### src/rtl/div_timer.sv
// Free-running clock divider with DIV/TIMA/TMA/TAC timer registers and a delayed TIMA reload.
// Register writes land on the next CLK edge; TIMA reload and INT_TIMER follow overflow by four CLK_ENA cycles.
module div_timer #(
  parameter int CNT_W = 18
) (
  input  logic       CLK,
  input  logic       RESET,
  input  logic       CLK_ENA,
  input  logic       SEL,
  input  logic       WR,
  input  logic [1:0] ADDR,
  input  logic [7:0] DIN,
  output logic [7:0] DOUT,
  output logic       SIXTEEN_HZ,
  output logic       INT_TIMER
);

  typedef enum logic [1:0] {IDLE, OVF, RELOAD} state_t;

  state_t           state, state_nxt;
  logic [CNT_W-1:0] cnt;
  logic [7:0]       tima, tima_nxt;
  logic [7:0]       tma, tma_nxt;
  logic [2:0]       tac;
  logic [1:0]       ovf_cnt, ovf_cnt_nxt;
  logic [7:0]       div_reg;
  logic             tap_bit, tap, tap_q, tick;
  logic             wr_div, wr_tima, wr_tma, wr_tac;

  assign wr_div  = SEL & WR & (ADDR == 2'd0);
  assign wr_tima = SEL & WR & (ADDR == 2'd1);
  assign wr_tma  = SEL & WR & (ADDR == 2'd2);
  assign wr_tac  = SEL & WR & (ADDR == 2'd3);

  // Narrow divider builds read the missing upper DIV bits as zero.
  generate
    if (CNT_W >= 16) begin : g_div_wide
      assign div_reg = cnt[15:8];
    end else begin : g_div_narrow
      assign div_reg = 8'(cnt[CNT_W-1:8]);
    end
  endgenerate

  always_comb begin
    tap_bit = cnt[9];
    case (tac[1:0])
      2'b00: tap_bit = cnt[9];
      2'b01: tap_bit = cnt[3];
      2'b10: tap_bit = cnt[5];
      2'b11: tap_bit = cnt[7];
      default: tap_bit = cnt[9];
    endcase
  end

  // Any drop of the gated tap counts, including ones caused by DIV or TAC writes.
  assign tap     = tac[2] & tap_bit;
  assign tick    = CLK_ENA & tap_q & ~tap;
  assign tma_nxt = wr_tma ? DIN : tma;

  always_comb begin
    state_nxt   = state;
    tima_nxt    = tima;
    ovf_cnt_nxt = ovf_cnt;
    case (state)
      IDLE: begin
        if (wr_tima) begin
          tima_nxt = DIN;
        end else if (tick) begin
          if (tima == 8'hFF) begin
            tima_nxt    = 8'h00;
            state_nxt   = OVF;
            ovf_cnt_nxt = 2'd0;
          end else begin
            tima_nxt = tima + 8'd1;
          end
        end
      end
      OVF: begin
        if (wr_tima) begin
          tima_nxt  = DIN;
          state_nxt = IDLE;
        end else if (CLK_ENA) begin
          if (tick) tima_nxt = tima + 8'd1;
          if (ovf_cnt == 2'd3) begin
            tima_nxt  = tma_nxt;
            state_nxt = RELOAD;
          end else begin
            ovf_cnt_nxt = ovf_cnt + 2'd1;
          end
        end
      end
      RELOAD: begin
        // TIMA tracks TMA for this one cycle; CPU TIMA writes lose.
        tima_nxt  = tma_nxt;
        state_nxt = IDLE;
      end
      default: state_nxt = IDLE;
    endcase
  end

  always_ff @(posedge CLK or posedge RESET) begin
    if (RESET) begin
      cnt     <= '0;
      tima    <= 8'h00;
      tma     <= 8'h00;
      tac     <= 3'b000;
      state   <= IDLE;
      ovf_cnt <= 2'd0;
      tap_q   <= 1'b0;
    end else begin
      if (wr_div) begin
        cnt <= '0;
      end else if (CLK_ENA) begin
        cnt <= cnt + CNT_W'(1);
      end
      if (CLK_ENA) tap_q <= tap;
      if (wr_tac) tac <= DIN[2:0];
      tma     <= tma_nxt;
      tima    <= tima_nxt;
      state   <= state_nxt;
      ovf_cnt <= ovf_cnt_nxt;
    end
  end

  always_comb begin
    DOUT = div_reg;
    case (ADDR)
      2'd0: DOUT = div_reg;
      2'd1: DOUT = tima;
      2'd2: DOUT = tma;
      2'd3: DOUT = {5'b11111, tac};
      default: DOUT = div_reg;
    endcase
  end

  assign SIXTEEN_HZ = cnt[CNT_W-1];
  assign INT_TIMER  = (state == RELOAD);

endmodule

### config.mk
export PLATFORM = sky130hd
export DESIGN_NAME = div_timer
export DESIGN_NICKNAME = d
export VERILOG_FILES = /design/src/rtl/div_timer.sv
export SDC_FILE = /design/constraint.sdc
export NUM_CORES = 1
export LEC_CHECK = 0
export ABC_AREA = 1
export CAP_MARGIN = 25
export CORE_AREA = 2 2 114 72
export DETAILED_ROUTE_END_ITERATION = 12
export DIE_AREA = 0 0 116 74
export PLACE_DENSITY = 0.69
export SETUP_SLACK_MARGIN = 0.3
export SYNTH_ARGS = -nofsm -noshare
export SYNTH_HDL_FRONTEND = slang
export SYNTH_SLANG_ARGS = --single-unit
export TNS_END_PERCENT = 30
### constraint.sdc
create_clock -name CLK -period 1.5 [get_ports CLK]
set_input_delay 0.3 -clock CLK [delete_from_list [all_inputs] [get_ports CLK]]
set_output_delay 0.3 -clock CLK [all_outputs]
set_load 0.01 [all_outputs]
==> results.tsv <==
metric	value	unit
GPL Wtd Cong	0.915	
Pre-antenna DRT Iters	5	
synth top area cells	dfrtp_1, nand2_1, inv_1	
WL/cell	15.4	µm
cts bufs inserted	5	
MaxCap Viol Count	0	
Max-Slew Margin vs Limit	76.2	%
vias	3435	
CTS tree	built	
switching pwr	3.02	mW
Initial DRC Count	350	
# DRC	0	
Critical Path Fanout Max	2	
row count	25	
cells on worst reg2reg path	8	
Root Buffer	clkbuf_16	
Comb pwr share	58.6	%
Worst-Margin Slew	0.353	ns
failing checks	setup timing	
post-synthesis async set-or-reset flop share	100	%
Slowest Stage Delay on Critical Path	0.43	ns
DP Wirelength	7000	µm
Synth Net Count	457	
Netlist cell types	37	
top post-synthesis cells by count	nand2_1, inv_1, dfrtp_1, nor2_1, nand3_1	
crit path max-delay cell type	dfrtp_1	
footprint of the multi-input gates	2150	µm²
Power Density	1480	nW/µm²
total grt overflow	0	
Crit Path Class	reg -> out	
Die Width	116	µm
register area	1050	µm²
Pleak	2.29	nW
vias per cell	5.19	
WP data required	1.20	ns
peak supply drop	0.707	mV
power after layout	7.05	mW
Cell Area, Synth	2940	µm²
period utilization	109	%
Initial Utilization	38.8	%
total clock sinks	42	
WHS	0.375	ns
final max-slew violation count	0	
Final Hold Vio Count	0	
kind of end point of the critical path	primary output	
DRT antenna net count	0	
synth-to-layout area growth	62.5	%
critical-path cell list	buf_6, buf_6, a21oi_2, o21ai_2, buf_2	
Reg power frac	23.7	%
largest net degree at the start of global routing	43	
most frequent cell after synthesis	nand2_1	
CTS Buffer Depth	2	
IO Pins	25	
CP top delay family	flip-flops	
Setup violations, final	10	
post-synthesis instance total	436	
r2r endpoint	tima[7]	
reg2reg start	state[1]	
initial antenna violation count	0	
run status	complete, but fails checks	
Top FF cell, synth	dfrtp_1	
Worst-Skew Late Latency	0.28	ns
critical path's most frequent cell	buf_6	
post-synthesis sequential area ratio	35.8	%
RSZ-0062 raised after global routing	true	
Max Fclk	0.612	GHz
die extent in y	74	µm
Hold Path Class	in -> async	
fill cell count	637	
Clock Skew	0.00313	ns
vias in the first global route	3294	
Port Buffers	24	
Min Clock Period, post-route	1.63	ns
Synth Register Bits	42	
number of antenna diodes	0	
Clock power frac	17.7	%
synthesized area per cell	6.74	µm²
Setup WS pre-CTS	-0.925	ns
FF-to-FF setup slack	-0.07	ns
final WL	10200	µm
core box area	7570	µm²
Post-synth EDFFs	0	
share of cells above drive strength 1	43.9	%
Total GRT Usage	24.4	%
Worst setup SP type	register	
Int Pwr	4.03	mW
Ys Warns	0	
arrival time worst endpoint	1.33	ns
Worst-path clk slew	0.06	ns
largest area contributor in the netlist	dfrtp_1	
CTS H-Tree Depth	2	
first-pass GRT wire length	16000	µm
nets	574	
CP bufs+invs	3	
Total Die Area	8580	µm²
Sw Share	42.9	%
Worst Setup Slack, final	-0.135	ns
Synth top area share	35.8	%
==> stage by stage <==
stage / setup TNS, ns / cells / util, % / instance area [µm²]
2_1_floorplan: 0 / 436 / - / 3070
4_1_cts: -0.0372 / 659 / 60.2 / 4560
5_1_grt: -1.69 / 662 / 63.1 / 4770
3_5_place_dp: -27.96 / 632 / 51.9 / 3930
6_report: -0.441 / 662 / 63.1 / 4770
3_3_place_gp: -24.80 / 632 / 51.9 / 3930
==> worst reg2reg max path: cells and delay by family (launching register included) <==
| kind | cells | cell delay, ns |
|---|---|---|
| flip-flops | 1 | 0.39 |
| AND/OR/NAND/NOR | 3 | 0.23 |
| AO/OA/AOI/OAI | 1 | 0.12 |
| buffers and inverters | 3 | 0.36 |
| adder cells (fa/ha/maj) | 1 | 0.38 |
==> cell type report <==
| class | instances | area share, % |
|---|---|---|
| repair buffers | 116 | 21.1 |
| clock buffers | 5 | 2.62 |
| multi-input cells | 326 | 45.0 |
| clock inverters | 3 | 0.839 |
| well taps | 108 | 2.83 |
| inverters | 62 | 5.50 |
| flip-flops and latches | 42 | 22.1 |
==> layer usage <==
layer	vias to the layer above	GRT usage [%]	part of all wire (%)
met5	-	0	0
met4	0	7.14	1.8
met3	17	3.91	5.9
met2	139	38.1	44
met1	1637	35.3	48
li1	1642	-	-
==> cell usage in the layout, fill, tap and decap left out, types with 10 or more instances in the layout <==
master / instances
inv_2: 14
nand2_4: 16
dfrtp_1: 39
o21ai_0: 13
a21oi_2: 10
nor2_1: 22
nand2_2: 12
buf_4: 70
buf_6: 19
nand3_1: 24
nand2_1: 120
inv_1: 41
nor2_4: 11
==> state kept, by name, indices dropped and copies added (netlist names) <==
register / flops
tma: 8
tac: 3
cnt: 18
ovf_cnt: 2
tap_q: 1
tima: 8
state: 2
==> cell families (layout without fill, tap and decap cells) <==
kind of cell               count (synthesis)  count (layout)  share of synthesized area, %
and+or+nand+nor                          256             257                          39.2
buffers and inverters                     69             186                          10.0
xor gates and xnor gates                   1               1                         0.298
adders and majority gates                  6               6                          2.55
AOI/OAI and AO/OA                         62              62                          12.2
DFF                                       42              42                          35.8
==> power groups by stage <==
stage                     registers (mW)  logic, mW  clock network [mW]
after floorplan                     1.62       1.89                   0
after global placement              1.61       2.88                   0
after detailed placement            1.62       2.96                   0
after CTS                           1.62       3.57                1.25
after global routing                1.70       4.45                1.32
final                               1.67       4.13                1.25
==> timing repair <==
| action | 4_1_cts | 5_1_grt |
|---|---|---|
| hold buffers | 0 | 0 |
| pin swaps | 71 | 42 |
| gates resized for setup | 162 | 51 |
| gates cloned | 1 | 0 |
| setup endpoints to repair | 51 | 42 |
| endpoints found under the hold margin | 0 | 0 |
| buffers inserted | 18 | 3 |
==> worst max-delay path by stage <==
| stage | start | endpoint | slack (ns) | cells after the start |
|---|---|---|---|---|
| after global placement | ADDR[1] | DOUT[0] | -0.86 | 6 |
| after global routing | tima[1] | tima[4] | -0.19 | 10 |
| after floorplan | tima[0] | state[1] | 0.10 | 8 |
| after detailed placement | ADDR[1] | DOUT[0] | -0.92 | 6 |
| final | tima[0] | DOUT[0] | -0.13 | 5 |
| after CTS | tima[1] | ovf_cnt[1] | -0.01 | 8 |
Note: power is estimated with default switching activity, not from simulation.
